===== src/rtl/serial_adder_ctrl.sv =====
// Bit-serial WIDTH-bit adder: one full-adder cell, LSB-first, one bit per clock.
// Optional subtract support is compiled in with `define SERIAL_ADD_SUB_EN.

module student_full_adder (
    input  logic a,
    input  logic b,
    input  logic c,
    output logic sum,
    output logic carry
);
    assign sum   = a ^ b ^ c;
    assign carry = (a & b) | (c & (a ^ b));
endmodule

module serial_adder_ctrl #(
    parameter int WIDTH = 16
) (
    input  logic             clk,
    input  logic             reset,
    input  logic             start,
    input  logic [WIDTH-1:0] a,
    input  logic [WIDTH-1:0] b,
`ifdef SERIAL_ADD_SUB_EN
    input  logic             sub,
`endif
    output logic [WIDTH-1:0] sum,
    output logic             carry_out,
    output logic             busy,
    output logic             done
);
    localparam int CW = (WIDTH > 1) ? $clog2(WIDTH) : 1;

    typedef enum logic [1:0] {IDLE, RUN, DONE} state_t;

    state_t           state_reg, state_next;
    logic [WIDTH-1:0] a_reg, b_reg, res_reg;
    logic [CW-1:0]    cnt_reg;
    logic             carry_reg, co_reg;
    logic             sub_reg, sub_load;
    logic             accept, last_bit;
    logic             cell_b, cell_sum, cell_carry;

    // A start is honoured in IDLE and in DONE (back-to-back), never during RUN.
    assign accept   = start && (state_reg != RUN);
    assign last_bit = (cnt_reg == CW'(WIDTH - 1));

`ifdef SERIAL_ADD_SUB_EN
    assign sub_load = sub;
    always_ff @(posedge clk) begin
        if (reset)
            sub_reg <= 1'b0;
        else if (accept)
            sub_reg <= sub;
    end
`else
    assign sub_load = 1'b0;
    assign sub_reg  = 1'b0;
`endif

    // Subtraction is A + ~B + 1: invert B here, the +1 comes from the carry seed.
    assign cell_b = b_reg[0] ^ sub_reg;

    student_full_adder u_cell (
        .a     (a_reg[0]),
        .b     (cell_b),
        .c     (carry_reg),
        .sum   (cell_sum),
        .carry (cell_carry)
    );

    always_ff @(posedge clk) begin
        if (reset)
            state_reg <= IDLE;
        else
            state_reg <= state_next;
    end

    always_comb begin
        state_next = state_reg;
        case (state_reg)
            IDLE:    if (start) state_next = RUN;
            RUN:     if (last_bit) state_next = DONE;
            DONE:    state_next = start ? RUN : IDLE;
            default: state_next = IDLE;
        endcase
    end

    always_comb begin
        busy = (state_reg == RUN);
        done = (state_reg == DONE);
    end

    always_ff @(posedge clk) begin
        if (reset) begin
            a_reg     <= '0;
            b_reg     <= '0;
            res_reg   <= '0;
            cnt_reg   <= '0;
            carry_reg <= 1'b0;
            co_reg    <= 1'b0;
        end else if (accept) begin
            a_reg     <= a;
            b_reg     <= b;
            res_reg   <= '0;
            cnt_reg   <= '0;
            carry_reg <= sub_load;
            co_reg    <= 1'b0;
        end else if (state_reg == RUN) begin
            // Sum bits enter at the MSB so the LSB lands at bit 0 after WIDTH steps.
            res_reg   <= {cell_sum, res_reg[WIDTH-1:1]};
            a_reg     <= {1'b0, a_reg[WIDTH-1:1]};
            b_reg     <= {1'b0, b_reg[WIDTH-1:1]};
            carry_reg <= cell_carry;
            if (last_bit)
                co_reg <= cell_carry;
            else
                cnt_reg <= cnt_reg + 1'b1;
        end
    end

    assign sum       = res_reg;
    assign carry_out = co_reg;

endmodule


===== config.mk =====
export PLATFORM = sky130hd
export DESIGN_NAME = serial_adder_ctrl
export DESIGN_NICKNAME = d
export VERILOG_FILES = /design/src/rtl/serial_adder_ctrl.sv
export SDC_FILE = /design/constraint.sdc
export NUM_CORES = 1
export LEC_CHECK = 0
export ABC_AREA = 1
export BUFFER_PORTS_ARGS = -buffer_cell sky130_fd_sc_hd__buf_2
export CORE_MARGIN = 2
export CORE_UTILIZATION = 57
export DETAILED_ROUTE_END_ITERATION = 6
export PLACE_DENSITY_LB_ADDON = 0.15
export SKIP_CTS_REPAIR_TIMING = 1
export SKIP_LAST_GASP = 1
export SYNTH_ARGS = -nofsm -noshare
export SYNTH_HDL_FRONTEND = slang
export SYNTH_SLANG_ARGS = --single-unit

===== constraint.sdc =====
create_clock -name clk -period 2.1 [get_ports clk]
set_input_delay 0.525 -clock clk [delete_from_list [all_inputs] [get_ports clk]]
set_output_delay 0.525 -clock clk [all_outputs]
set_load 0.02 [all_outputs]

==> qor.txt, run 1 <==
most frequent cells in the layout - nand2_1, nand3_1, dfxtp_1, buf_2, inv_1
post-synthesis area per instance - 6.82 sq um
Min-Delay Path Class - register to register
Sw Share - 0.243
Setup TNS - 0 ns
RSZ-0062 raised after global routing - false
combinational fraction of design power - 0.121
synthesized flop and latch total - 56
post-synthesis cell type count - 19
critical path startpoint category - register
Routed Antenna Nets - 0
final hold violation count - 0
fin crit share - 0.855
antenna fix cells - 0
power density over the cells - 751 nW/um^2
Clock Skews - 0.00405 ns
crit end category - primary output
total wire length - 5.06 mm
Clock power frac - 0.352
Via Count - 2296
status - finished clean
initial drt markers - 128
GR Overflow Total - 0
Req. time, crit path - 1.57 ns
post-synthesis sequential area ratio - 0.461
clk_lat worst skew - 0.31 ns
crit path DAT - 1.27 ns
worst-path maximum fanout - 14
Rows - 23
Initial Util - 0.600
Slew HR - 0.588
pin count of the biggest net entering global routing - 41
Clock Tree Buf Depth - 2
die width - 69.3 microns
vias in the first global route - 2054
TritonCTS Buffers - 5
Area Growth Syn to Fin - 17.3%
layout cell share with drive strength beyond 1 - 0.185
Clk pin slew, worst setup/hold paths - 0.09 ns
Ports - 54
First-pass DRT Iterations - 4
Non-Filler Instances - 456
synthesized cell area - 2430 sq um
RePlAce Congestion - 0.761
Port Buffer Count - 53
post-synthesis instance total - 357
# nets final - 442
Slew Viols, Final - 0
internal cell power - 1.62 mW
commonest non-fill, non-tap cell in the layout - nand2_1
initial antenna violation count - 0
post-synth top area share - 0.461
dominant cells by area after synthesis - dfxtp_1, nand2_1, nand3_1
GRT Total Usage - 0.222
Die Y - 69.3 microns
H-tree levels - 2
CTS tree - yes
Clock Sinks - 56
switching power - 0.520 mW
VDD IR-drop max - 524 uV
Pleak - 1.47 nW
final worst path period need - 1.80 ns
Syn Nets - 394
Setup Crit Path Kind - register to primary output
Design Power - 2.14 mW
Remaining DRCs - 0
# fillers - 371
area leader, netlist - dfxtp_1
first-pass GRT wire length - 8.79 mm
die area - 4810 sq um
f_max - 557 MHz
HPWL Detailed - 3.44 mm
WL/cell - 11.1 microns
Reg power frac - 0.527
final setup fails - 0
Cells after DPL - 448
Core ar. - 4060 sq um
clk root buf - clkbuf_8
synth warn - 0
actual slew at the worst max-slew pin - 0.617 ns
MaxCap Viol Count - 0
vias per cell - 5.04
-- per-stage QoR --
step	hold slack, ns	area, sq um	utilization	setup WS [ns]
global placement	0.447	2730	0.673	0.408
floorplan	0.433	2430	-	0.722
finish	0.460	2860	0.704	0.304
CTS	0.461	2860	0.704	0.296
global route	0.464	2860	0.704	0.184
detailed placement	0.448	2730	0.673	0.367
-- critical path, stage by stage, from the launching register on --
cell and delay (ns):
dfxtp_1 0.38, inv_2 0.07, nor2_4 0.29, buf_2 0.24
-- synthesized netlist by cell type (all sizes together) --
cell,instances
a21oi,24
buf,15
clkbuf,5
dfxtp,56
fa,1
ha,1
inv,40
nand2,141
nand3,62
nand4,1
nor2,7
nor3,2
o21ai,2
-- per-layer routing --
layer	share of wire	global-route usage	vias to the layer above	wire length (microns)
met4	0.0077	0.0741	0	39
met3	0.052	0.0349	4	261
li1	-	-	1203	-
met2	0.50	0.400	71	2510
met5	0	0	-	0
met1	0.45	0.270	1018	2250
-- kinds of logic after synthesis --
kind of cell,count (synthesis),synth area share
compound gates,26,0.0535
fa+ha+maj,2,0.0134
buf+inv,60,0.105
flops,56,0.461
simple gates,213,0.368
-- power groups by stage --
stage / Clock, mW / Combinational, mW / Sequential, mW
2_1_floorplan: 0 / 0.184 / 1.15
3_3_place_gp: 0 / 0.257 / 1.15
3_5_place_dp: 0 / 0.261 / 1.15
4_1_cts: 0.774 / 0.263 / 1.13
5_1_grt: 0.811 / 0.298 / 1.13
6_report: 0.754 / 0.260 / 1.13
-- worst paths after layout --
check	slack (ns)	cells after the start	endpoint	start
max	0.30	3	busy	state_reg[0]
min	0.46	2	sum[0]	sum[0]
max reg2reg	0.58	6	sum[3]	state_reg[0]
min reg2reg	0.46	2	sum[0]	sum[0]
-- final cells by class --
| class | instances | area (sq um) | share of cell area |
|---|---|---|---|
| flip-flops and latches | 56 | 1120 | 0.393 |
| multi-input cells | 241 | 1060 | 0.370 |
| repair buffers | 61 | 338 | 0.118 |
| inverters | 40 | 150 | 0.0526 |
| clock buffers | 7 | 96.3 | 0.0337 |
| well taps | 50 | 62.6 | 0.0219 |
| clock inverters | 1 | 30.0 | 0.0105 |
Note: power is estimated with default switching activity, not from simulation.
==> run 2, diff against run 1 <==
--- a/constraint.sdc
+++ b/constraint.sdc
@@ -3,2 +3,2 @@
 set_output_delay 0.525 -clock clk [all_outputs]
-set_load 0.02 [all_outputs]
+set_load 0.005 [all_outputs]
==> qor.txt, run 2 (same netlist as run 1, synthesis figures left out) <==
first-pass GRT wire length - 8.81 mm (was 8.79 mm)
Clock Sinks - 56 (unchanged)
pre-CTS WS - 0.438 ns (was 0.367 ns)
Reg power frac - 0.569 (was 0.527)
f_max - 545 MHz (was 557 MHz)
final setup fails - 0 (unchanged)
combinational fraction of design power - 0.129 (was 0.121)
initial antenna violation count - 0 (unchanged)
vias in the first global route - 2011 (was 2054)
total wire length - 5.07 mm (was 5.06 mm)
crit path DAT - 1.31 ns (was 1.27 ns)
die width - 69.3 microns (unchanged)
Placed Area - 2730 sq um (about the same)
final worst slack - 0.265 ns (was 0.304 ns)
Design Power - 1.98 mW (was 2.14 mW)
final hold violation count - 0 (unchanged)
Min-Delay Path Class - primary input to register (was register to register)
Via Count - 2271 (was 2296)
pin count of the biggest net entering global routing - 30 (was 41)
Clock power frac - 0.301 (was 0.352)
Remaining DRCs - 0 (unchanged)
fin crit share - 0.874 (was 0.855)
# nets final - 444 (was 442)
power density over the cells - 702 nW/um^2 (was 751 nW/um^2)
internal cell power - 1.44 mW (was 1.62 mW)
Area Growth Syn to Fin - 16.0% (was 17.3%)
Core ar. - 4060 sq um (unchanged)
worst-path maximum fanout - 18 (was 14)
clk root buf - clkbuf_8 (unchanged)
Slew HR - 0.578 (was 0.588)
CTS tree - yes (unchanged)
crit end category - primary output (unchanged)
initial drt markers - 118 (was 128)
commonest non-fill, non-tap cell in the layout - nand2_1 (unchanged)
H-tree levels - 2 (unchanged)
GRT Total Usage - 0.221 (was 0.222)
layout cell share with drive strength beyond 1 - 0.189 (was 0.185)
switching power - 0.541 mW (was 0.520 mW)
Rows - 23 (unchanged)
GR Overflow Total - 0 (unchanged)
WL/cell - 11.1 microns (about the same)
post-route cell area - 2820 sq um (was 2860 sq um)
HPWL Detailed - 3.48 mm (was 3.44 mm)
Pleak - 1.46 nW (was 1.47 nW)
TritonCTS Buffers - 5 (unchanged)
vias per cell - 4.96 (was 5.04)
Req. time, crit path - 1.57 ns (about the same)
VDD IR-drop max - 426 uV (was 524 uV)
Clock Tree Buf Depth - 2 (unchanged)
RePlAce Congestion - 0.777 (was 0.761)
Port Buffer Count - 53 (unchanged)
Setup Crit Path Kind - register to primary output (unchanged)
Die Y - 69.3 microns (unchanged)
die area - 4810 sq um (unchanged)
First-pass DRT Iterations - 4 (unchanged)
Initial Util - 0.600 (unchanged)
Clk pin slew, worst setup/hold paths - 0.11 ns (was 0.09 ns)
Clock Skews - 0.00908 ns (was 0.00405 ns)
Routed Antenna Nets - 0 (unchanged)
antenna fix cells - 0 (unchanged)
actual slew at the worst max-slew pin - 0.633 ns (was 0.617 ns)
Sw Share - 0.273 (was 0.243)
status - finished clean (unchanged)
final worst path period need - 1.83 ns (was 1.80 ns)
Setup TNS - 0 ns (unchanged)
most frequent cells in the layout - nand2_1, nand3_1, dfxtp_1, buf_2, inv_1 (unchanged)
final hold slack - 0.459 ns (was 0.460 ns)
clk_lat worst skew - 0.32 ns (was 0.31 ns)
RSZ-0062 raised after global routing - false (unchanged)
MaxCap Viol Count - 0 (unchanged)
Slew Viols, Final - 0 (unchanged)
Ports - 54 (unchanged)
critical path startpoint category - register (unchanged)
[run 2: per-stage QoR]
step,utilization,std cells
after detailed placement,0.673,450
after CTS,0.696,458
after global placement,0.673,450
final,0.696,458
after global routing,0.696,458
after floorplan,-,357
[run 2: worst max-delay path, stage by stage (launching register included)]
cell and delay (ns):
dfxtp_1 0.37, inv_2 0.06, nor2_4 0.36, buf_2 0.20
[run 2: cell type report]
class                           count  area (sq um)
Multi-Input combinational cell    241          1060
Tap cell                           50          62.6
Clock buffer                        5          68.8
Clock inverter                      3          22.5
Fill cell                         370          1230
Inverter                           40           150
Timing Repair Buffer               63           340
Sequential cell                    56          1120
[run 2: path summary, 6_finish.rpt]
kind	slack [ns]	endpoint	from	cells after the start
min reg2reg	0.47	sum[0]	sum[0]	2
max reg2reg	0.51	cnt_reg[1]	state_reg[0]	7
min	0.46	b_reg[15]	reset	2
max	0.27	busy	state_reg[0]	3
[run 2: routing by layer]
metal / share of wire / up-vias / global-route usage
met3: 0.045 / 5 / 0.0305
met2: 0.47 / 51 / 0.371
met1: 0.47 / 1002 / 0.284
met5: 0 / - / 0
li1: - / 1213 / -
met4: 0.016 / 0 / 0.0959
[run 2: power by group through the flow]
stage	Combinational (mW)	Clock [mW]	Sequential (mW)
finish	0.256	0.597	1.13
global route	0.295	0.649	1.13
CTS	0.258	0.619	1.13
detailed placement	0.257	0	1.15
global placement	0.254	0	1.15
floorplan	0.182	0	1.15
